--- config.mk ---
export PLATFORM = sky130hd
export DESIGN_NAME = mem_arbiter_flat
export DESIGN_NICKNAME = d
export VERILOG_FILES = /design/src/rtl/mem_arbiter_if.sv /design/src/rtl/mem_arbiter.sv /design/src/flat_wrapper.sv
export SDC_FILE = /design/constraint.sdc
export NUM_CORES = 1
export LEC_CHECK = 0
export ABC_AREA = 1
export CORE_AREA = 2 2 646 648
export CTS_CLUSTER_SIZE = 25
export DETAILED_ROUTE_END_ITERATION = 16
export DIE_AREA = 0 0 648 650
export HOLD_SLACK_MARGIN = 0.12
export SYNTH_ARGS = -nofsm -noshare
export SYNTH_HDL_FRONTEND = slang
export SYNTH_SLANG_ARGS = --single-unit
--- constraint.sdc ---
create_clock -name clk_i -period 2.4 [get_ports clk_i]
set_input_delay 0.48 -clock clk_i [delete_from_list [all_inputs] [get_ports clk_i]]
set_output_delay 0.48 -clock clk_i [all_outputs]
set_load 0.01 [all_outputs]
--- src/rtl/mem_arbiter_if.sv ---
// Bundled requester and memory-side signals of the two-port memory arbiter.
// The arbiter connects through the slave modport; the master modport is for the environment.
interface mem_arbiter_if #(
  parameter int ADDR_W = 32,
  parameter int DATA_W = 256
);
  logic              p0_enable_i;
  logic              p0_write_i;
  logic [ADDR_W-1:0] p0_addr_i;
  logic [DATA_W-1:0] p0_data_i;
  logic [DATA_W-1:0] p0_data_o;
  logic              p0_ack_o;

  logic              p1_enable_i;
  logic              p1_write_i;
  logic [ADDR_W-1:0] p1_addr_i;
  logic [DATA_W-1:0] p1_data_i;
  logic [DATA_W-1:0] p1_data_o;
  logic              p1_ack_o;

  logic              mem_enable_o;
  logic              mem_write_o;
  logic [ADDR_W-1:0] mem_addr_o;
  logic [DATA_W-1:0] mem_data_o;
  logic [DATA_W-1:0] mem_data_i;
  logic              mem_ack_i;

  modport slave (
    input  p0_enable_i, p0_write_i, p0_addr_i, p0_data_i,
    output p0_data_o, p0_ack_o,
    input  p1_enable_i, p1_write_i, p1_addr_i, p1_data_i,
    output p1_data_o, p1_ack_o,
    output mem_enable_o, mem_write_o, mem_addr_o, mem_data_o,
    input  mem_data_i, mem_ack_i
  );

  modport master (
    output p0_enable_i, p0_write_i, p0_addr_i, p0_data_i,
    input  p0_data_o, p0_ack_o,
    output p1_enable_i, p1_write_i, p1_addr_i, p1_data_i,
    input  p1_data_o, p1_ack_o,
    input  mem_enable_o, mem_write_o, mem_addr_o, mem_data_o,
    output mem_data_i, mem_ack_i
  );
endinterface

--- src/rtl/mem_arbiter.sv ---
// Round-robin arbiter sharing one cache-line memory port between two requesters,
// with a watchdog that aborts a transaction the memory never acknowledges.
module mem_arbiter #(
  parameter int ADDR_W  = 32,
  parameter int DATA_W  = 256,
  parameter int TIMEOUT = 64
) (
  input  logic            clk_i,
  input  logic            rst_i,
  mem_arbiter_if.slave    bus,
  output logic [1:0]      grant_o,
  output logic            err_o
);

  localparam int CNT_W = (TIMEOUT > 2) ? $clog2(TIMEOUT) : 1;

  typedef enum logic [1:0] {IDLE, BUSY, DONE} state_t;

  state_t           state_q, state_d;
  logic             win_q;
  logic             last_q;
  logic [CNT_W-1:0] cnt_q;

  logic any_req, pick1, tmo;
  logic start, finish, abort;

  // State register
  always_ff @(posedge clk_i or negedge rst_i) begin
    if (!rst_i) state_q <= IDLE;
    else        state_q <= state_d;
  end

  // Next-state logic
  always_comb begin
    state_d = state_q;
    case (state_q)
      IDLE:    if (any_req) state_d = BUSY;
      BUSY: begin
        if (bus.mem_ack_i) state_d = DONE;
        else if (tmo)      state_d = IDLE;
      end
      DONE:    state_d = IDLE;
      default: state_d = IDLE;
    endcase
  end

  // Arbitration and transaction control; on a tie the port that did not win last goes next
  always_comb begin
    any_req = bus.p0_enable_i | bus.p1_enable_i;
    pick1   = bus.p1_enable_i & (~bus.p0_enable_i | ~last_q);
    tmo     = (cnt_q == CNT_W'(TIMEOUT - 1));
    start   = (state_q == IDLE) & any_req;
    finish  = (state_q == BUSY) & bus.mem_ack_i;
    abort   = (state_q == BUSY) & ~bus.mem_ack_i & tmo;
  end

  always_ff @(posedge clk_i or negedge rst_i) begin
    if (!rst_i) begin
      bus.mem_enable_o <= 1'b0;
      bus.mem_write_o  <= 1'b0;
      bus.mem_addr_o   <= '0;
      bus.mem_data_o   <= '0;
      bus.p0_data_o    <= '0;
      bus.p1_data_o    <= '0;
      bus.p0_ack_o     <= 1'b0;
      bus.p1_ack_o     <= 1'b0;
      grant_o          <= '0;
      err_o            <= 1'b0;
      win_q            <= 1'b0;
      last_q           <= 1'b1;
      cnt_q            <= '0;
    end else begin
      if (start) begin
        bus.mem_enable_o <= 1'b1;
        bus.mem_write_o  <= pick1 ? bus.p1_write_i : bus.p0_write_i;
        bus.mem_addr_o   <= pick1 ? bus.p1_addr_i  : bus.p0_addr_i;
        bus.mem_data_o   <= pick1 ? bus.p1_data_i  : bus.p0_data_i;
        grant_o          <= pick1 ? 2'b10 : 2'b01;
        win_q            <= pick1;
        cnt_q            <= '0;
      end

      if (finish) begin
        bus.mem_enable_o <= 1'b0;
        bus.p0_ack_o     <= ~win_q;
        bus.p1_ack_o     <= win_q;
        last_q           <= win_q;
        if (!bus.mem_write_o) begin
          if (win_q) bus.p1_data_o <= bus.mem_data_i;
          else       bus.p0_data_o <= bus.mem_data_i;
        end
      end else if (abort) begin
        bus.mem_enable_o <= 1'b0;
        err_o            <= 1'b1;
        grant_o          <= '0;
        last_q           <= win_q;
      end else if (state_q == BUSY) begin
        cnt_q <= cnt_q + CNT_W'(1);
      end

      if (state_q == DONE) begin
        bus.p0_ack_o <= 1'b0;
        bus.p1_ack_o <= 1'b0;
        grant_o      <= '0;
      end
    end
  end

endmodule

--- src/flat_wrapper.sv ---
// flat-port wrapper written by rule: the top's interface ports become plain ports
module mem_arbiter_flat 
#(
  parameter int ADDR_W  = 32,
  parameter int DATA_W  = 256,
  parameter int TIMEOUT = 64
)
  (clk_i, rst_i, grant_o, err_o, bus_p0_enable_i, bus_p0_write_i, bus_p0_addr_i, bus_p0_data_i, bus_p0_data_o, bus_p0_ack_o, bus_p1_enable_i, bus_p1_write_i, bus_p1_addr_i, bus_p1_data_i, bus_p1_data_o, bus_p1_ack_o, bus_mem_enable_o, bus_mem_write_o, bus_mem_addr_o, bus_mem_data_o, bus_mem_data_i, bus_mem_ack_i);
  mem_arbiter_if #(.ADDR_W(ADDR_W), .DATA_W(DATA_W)) bus_i ();
  input  logic clk_i;
  input  logic rst_i;
  output logic [1:0] grant_o;
  output logic err_o;
  input wire logic [$bits(bus_i.p0_enable_i)-1:0] bus_p0_enable_i;
  input wire logic [$bits(bus_i.p0_write_i)-1:0] bus_p0_write_i;
  input wire logic [$bits(bus_i.p0_addr_i)-1:0] bus_p0_addr_i;
  input wire logic [$bits(bus_i.p0_data_i)-1:0] bus_p0_data_i;
  output wire logic [$bits(bus_i.p0_data_o)-1:0] bus_p0_data_o;
  output wire logic [$bits(bus_i.p0_ack_o)-1:0] bus_p0_ack_o;
  input wire logic [$bits(bus_i.p1_enable_i)-1:0] bus_p1_enable_i;
  input wire logic [$bits(bus_i.p1_write_i)-1:0] bus_p1_write_i;
  input wire logic [$bits(bus_i.p1_addr_i)-1:0] bus_p1_addr_i;
  input wire logic [$bits(bus_i.p1_data_i)-1:0] bus_p1_data_i;
  output wire logic [$bits(bus_i.p1_data_o)-1:0] bus_p1_data_o;
  output wire logic [$bits(bus_i.p1_ack_o)-1:0] bus_p1_ack_o;
  output wire logic [$bits(bus_i.mem_enable_o)-1:0] bus_mem_enable_o;
  output wire logic [$bits(bus_i.mem_write_o)-1:0] bus_mem_write_o;
  output wire logic [$bits(bus_i.mem_addr_o)-1:0] bus_mem_addr_o;
  output wire logic [$bits(bus_i.mem_data_o)-1:0] bus_mem_data_o;
  input wire logic [$bits(bus_i.mem_data_i)-1:0] bus_mem_data_i;
  input wire logic [$bits(bus_i.mem_ack_i)-1:0] bus_mem_ack_i;
  assign bus_i.p0_enable_i = bus_p0_enable_i;
  assign bus_i.p0_write_i = bus_p0_write_i;
  assign bus_i.p0_addr_i = bus_p0_addr_i;
  assign bus_i.p0_data_i = bus_p0_data_i;
  assign bus_p0_data_o = bus_i.p0_data_o;
  assign bus_p0_ack_o = bus_i.p0_ack_o;
  assign bus_i.p1_enable_i = bus_p1_enable_i;
  assign bus_i.p1_write_i = bus_p1_write_i;
  assign bus_i.p1_addr_i = bus_p1_addr_i;
  assign bus_i.p1_data_i = bus_p1_data_i;
  assign bus_p1_data_o = bus_i.p1_data_o;
  assign bus_p1_ack_o = bus_i.p1_ack_o;
  assign bus_mem_enable_o = bus_i.mem_enable_o;
  assign bus_mem_write_o = bus_i.mem_write_o;
  assign bus_mem_addr_o = bus_i.mem_addr_o;
  assign bus_mem_data_o = bus_i.mem_data_o;
  assign bus_i.mem_data_i = bus_mem_data_i;
  assign bus_i.mem_ack_i = bus_mem_ack_i;
  mem_arbiter #(.ADDR_W(ADDR_W), .DATA_W(DATA_W), .TIMEOUT(TIMEOUT)) u_core (.clk_i(clk_i), .rst_i(rst_i), .bus(bus_i), .grant_o(grant_o), .err_o(err_o));
endmodule
* Word level (Yosys, flattened, before mapping)
Index checks and enable logic that the tools add are counted.
Operators by class: bitwise logic cells 13, $add $sub $neg 1, reduce and logical (&&, ||, !) cells 8, equality and inequality tests 5, mux-type cells 25
Operators by type and width (number):
- 256-bit 2-to-1 mux | 1
- 32-bit 2-to-1 mux | 1
- 6-bit 2-to-1 mux | 4
- 2-bit 2-to-1 mux | 8
- 1-bit 2-to-1 mux | 10
- 6-bit by 1-bit adder with 6-bit output (second input constant) | 1
- 6-bit equality test (second input constant) | 1
- 1-bit inverter | 6
- 3-bit AND reduction | 2
- 1-bit AND | 5
- 2-bit one-hot mux with 2 select lines | 1
- 2-bit AND reduction | 2
- 2-bit nonzero test | 2
- 3-bit by 2-bit inequality test with 1-bit output (second input constant) | 1
- 3-bit nonzero test | 1
- 2-bit by 1-bit equality test with 1-bit output (second input constant) | 1
- 2-bit equality test (second input constant) | 1
- 2-bit logical NOT | 1
- 2-bit by 1-bit inequality test with 1-bit output (second input constant) | 1
- 1-bit OR | 2
Storage, ports and cells: output and inout port bits 807, bits of input ports 839, flip-flop bits (word level) 817, word-level logic and storage cells 66

* Logic depth before layout (Yosys ltp)
Gate-level depths: netlist of the first run.
depth after elaboration 8, gate-level depth with buffers 9, depth with buffers taken out 8

* Worst setup path before layout of the first run
OpenSTA, ideal clock, no wires.
path type input port to flip-flop, start point in bus_p1_enable_i, end point reg u_core.bus.mem_addr_o[30], buffers on the path 4, data required time 2276 ps, stages 8, arrival 1385 ps, setup slack 891 ps, cells stage by stage o21ai_1 -> buf_4 -> a21oi_1 -> buf_4 -> buf_4 -> buf_4 -> nand2_1 -> nand3_1
On the way: cells in the longest elaborated chain, start to end 2, elaborated cells between the ends (all ways) 4, classes of those cells mux (1); bitwise (3)
RTL lines:
- start: declaration | RTL line flat_wrapper.sv:20 | input wire logic [$bits(bus_i.p1_enable_i)-1:0] bus_p1_enable_i;
- 1-bit AND or 1-bit OR (tied branches) | RTL line mem_arbiter.sv:50, mem_arbiter.sv:49
- 32-bit 2-to-1 mux or 1-bit AND (tied branches) | RTL line mem_arbiter.sv:76, mem_arbiter.sv:52
- end signal: assignment | RTL line mem_arbiter.sv:76 | bus.mem_addr_o <= pick1 ? bus.p1_addr_i : bus.p0_addr_i;
- end: declaration | RTL line mem_arbiter_if.sv:33 | output mem_enable_o, mem_write_o, mem_addr_o, mem_data_o,
Parallel ways exist; a longest one is shown, timed or not. A chain may end at the register's enable or synchronous reset.

* Worst setup path in the final report of the first run
start point reg u_core.bus.mem_data_o[137], end point out bus_mem_data_o[137]
RTL lines:
- start: declaration | RTL line mem_arbiter_if.sv:33
- start signal: assignment | RTL line mem_arbiter.sv:77 | bus.mem_data_o <= pick1 ? bus.p1_data_i : bus.p0_data_i;
- end: declaration | RTL line flat_wrapper.sv:29 | output wire logic [$bits(bus_i.mem_data_o)-1:0] bus_mem_data_o;
No word-level cell between the ends.

==> impl_metrics.tcl, run 1 <==
set metrics [dict create \
    grt_first_pass_wirelength_mm 429 \
    place.port_buffers 1645 \
    tightest_pin_transition_ps 744 \
    static-leakage-power_nw 27.2 \
    drt_first_pass_iters 5 \
    setup.reg_to_reg.worst_slack_ps 110 \
    critical-path-max-stage-delay_ps 570 \
    mappedNetlistNets 4384 \
    area_occupied_by_multi_input_gates_mm2 0.00956 \
    worst_skew_pair.late_latency_ps 860 \
    standard_cell_core_area_mm2 0.415 \
    root_buffer "clkbuf_16" \
    floorplan.die.width_um 648 \
    post_cts_buffers 0 \
    timing.critical_path.buf_inv 1 \
    p_per_cell_area_mw_per_mm2 1270 \
    clock_sinks 817 \
    final_layout_size_suffix_gt1_share_pct 7.59 \
    critical_path_arrival_ps 1880 \
    count_of_final_hold_check_violations 0 \
    routed_wirelength_mm 357 \
    synth_area_mm2 0.0319 \
    peakVddDrop_uv 601 \
    final_core_util_pct 14.8 \
    route.detailed.drc 0 \
    antenna_left 0 \
    area.growth.synth_to_final_pct 92.5 \
    crit_chain "clkdlybuf4s50_1" \
    synth_seq_cells 817 \
    critical_path_slowest_stage_cell "clkdlybuf4s50_1" \
    row_count 237 \
    tritoncts.num_buffers 112 \
    global_route.usage.total_pct 16.4 \
    route.detailed.wl_per_inst_um 32.1 \
    timing.critical_path.max_delay_family "buffers and inverters" \
    clock_tree.buffer_depth 4 \
    nets 6304 \
    syn-mean-instance-area_um2 9.01 \
    fillers 46976 \
    num_vias 34546 \
    synth-seq-area-share_pct 64.0 \
    ys_types 19 \
    unrepaired_setup_endpoints_after_global_routing "no" \
    cts_tree "built" \
    maxSlewHeadroom_pct 50.4 \
    start_util_pct 7.70 \
    place.gp.congestion 0.942 \
    run_status "complete, no violations" \
    grt_antenna_before_repair 334 \
    grt_max_degree 107 \
    post-route-period-util_pct 98.5 \
    setup-violations-final 0 \
    path_class "reg2out" \
    number_of_global_route_vias_before_repair 33221 \
    crit_fanout 2 \
    finalMaxSlewViolations 0 \
    globalRouteOverflowTotal 0 \
    finalCriticalPeriod_ps 2360 \
    setup_tns_ps 0 \
    dp_hpwl_mm 316 \
    die-area_mm2 0.421 \
    fin_worst_skew_ps 36.9 \
    maxCapViolations 0 \
    cp-end-kind "primary output" \
    yosysWarningCount 0 \
    total_power_mw 78.2 \
    ctsHtreeMaxLevel 3 \
    start_kind "register" \
    path_clk_slew_ps 60 \
    required_ps 1920 \
    post_synth_inst_count 3544 \
    first_iter_violations 3005 \
    max_freq_mhz 423 \
    num_io_pins 1646 \
    layout.area.seq_mm2 0.0204 \
    avgViaCountPerCell 3.11 \
    worstHoldPathType "in2reg" \
    die_h_um 650 \
]
## worst paths after layout
path,depth (start not counted),from,end
worst max-delay path,1,u_core.bus.mem_data_o[137],bus_mem_data_o[137]
worst min-delay path,3,bus_p0_data_i[130],u_core.bus.mem_data_o[130]
worst max register to register,7,u_core.state_q[0],u_core.bus.mem_data_o[50]
worst min register to register,2,u_core.bus.p0_data_o[171],u_core.bus.p0_data_o[171]
max in group asynchronous,3,rst_i,u_core.bus.mem_data_o[4]
min in group asynchronous,2,rst_i,u_core.bus.p0_data_o[30]
## cells in the mapped netlist, drive strengths merged
cell,n,area (µm²)
nor2,16,60.1
o21bai,1,7.51
buf,77,488
nand2,1411,5300
inv,267,1000
dfrtp,816,20400
dfstp,1,26.3
ha,1,12.5
xnor2,1,8.76
nand3,299,1500
clkbuf,132,495
xor2,1,8.76
a21oi,2,10.0
o21ai,519,2600
## routing by layer
layer / vias up / GRT usage, % / routed length [µm]
met2: 1962 / 26.6 / 162000
met4: 292 / 3.77 / 10600
met3: 757 / 12.2 / 60000
met1: 16442 / 16.6 / 122000
li1: 15093 / - / -
met5: - / 0 / 1910
## sequential cells by signal, summed over array words and instances (netlist names)
register                 count
u_core.bus.mem_data_o      256
u_core.bus.p0_data_o       256
u_core.bus.p1_data_o       256
u_core.bus.mem_addr_o       32
u_core.cnt_q                 6
u_core.grant_o               2
u_core.state_q               2
u_core.bus.mem_enable_o      1
u_core.bus.mem_write_o       1
u_core.bus.p0_ack_o          1
u_core.bus.p1_ack_o          1
u_core.err_o                 1
u_core.last_q                1
u_core.win_q                 1
## report_power, final
group          internal (mW)  switching (mW)
logic                   13.7            23.3
registers               20.1            3.79
clock network           9.97            7.39
## what timing repair did
item,in CTS,in global routing
setup endpoints to repair,377,18
hold endpoints to repair,446,0
gates resized for setup,422,21
hold buffers,250,0
## per-stage QoR
step	setup WS [ps]	hold slack, ps	cell area [µm²]	std cells
final	36.8	195	61500	11113
after global routing	1.86	162	61400	11077
after CTS	0.351	120	61300	11044
after detailed placement	-72.8	472	55600	10597
after global placement	-39.1	465	55600	10597
after floorplan	891	184	31900	3544
## final cells by class
type / instances / share of cell area, %
clock buffer: 154 / 5.16
multi-input combinational: 2251 / 15.5
antenna: 69 / 0.281
sequential: 817 / 33.3
tap: 5497 / 11.2
clock inverter: 43 / 0.810
timing repair buffer: 2015 / 32.1
inverter: 267 / 1.63
## layout by cell type (no fill, tap or decap), types with 2 or more instances in the layout
master,instances
clkdlybuf4s15_2,10
clkinvlp_4,6
clkinv_2,16
dfrtp_1,815
nand3_1,298
clkbuf_1,22
dlygate4sd3_1,250
nand2_1,1409
diode_2,69
clkinv_4,9
buf_12,45
clkdlybuf4s15_1,20
clkbuf_16,113
buf_4,169
clkdlybuf4s50_1,1172
clkbuf_8,19
o21ai_0,518
clkbuf_2,12
inv_6,2
nor2_1,15
bufinv_16,7
dlygate4sd2_1,335
inv_1,267
## logic make-up (layout without fill, tap and decap cells)
family          count (synthesis)  in the layout  synth area share, %
buf+inv                       476           2479                 6.22
fa+ha+maj                       1              1               0.0392
simple gates                 1726           1726                 21.5
compound gates                522            522                 8.19
other cells                     0             69                    0
flops                         817            817                 64.0
xor+xnor                        2              2               0.0549
(Power assumes the default switching activity.)
==> run 2, diff against run 1 <==
- ABC_CLOCK_PERIOD_IN_PS: not set -> 2400
- CAP_MARGIN: not set -> 40
==> results of run 2 <==
No change in the layout: final DEF, timing and power equal those of run 1.
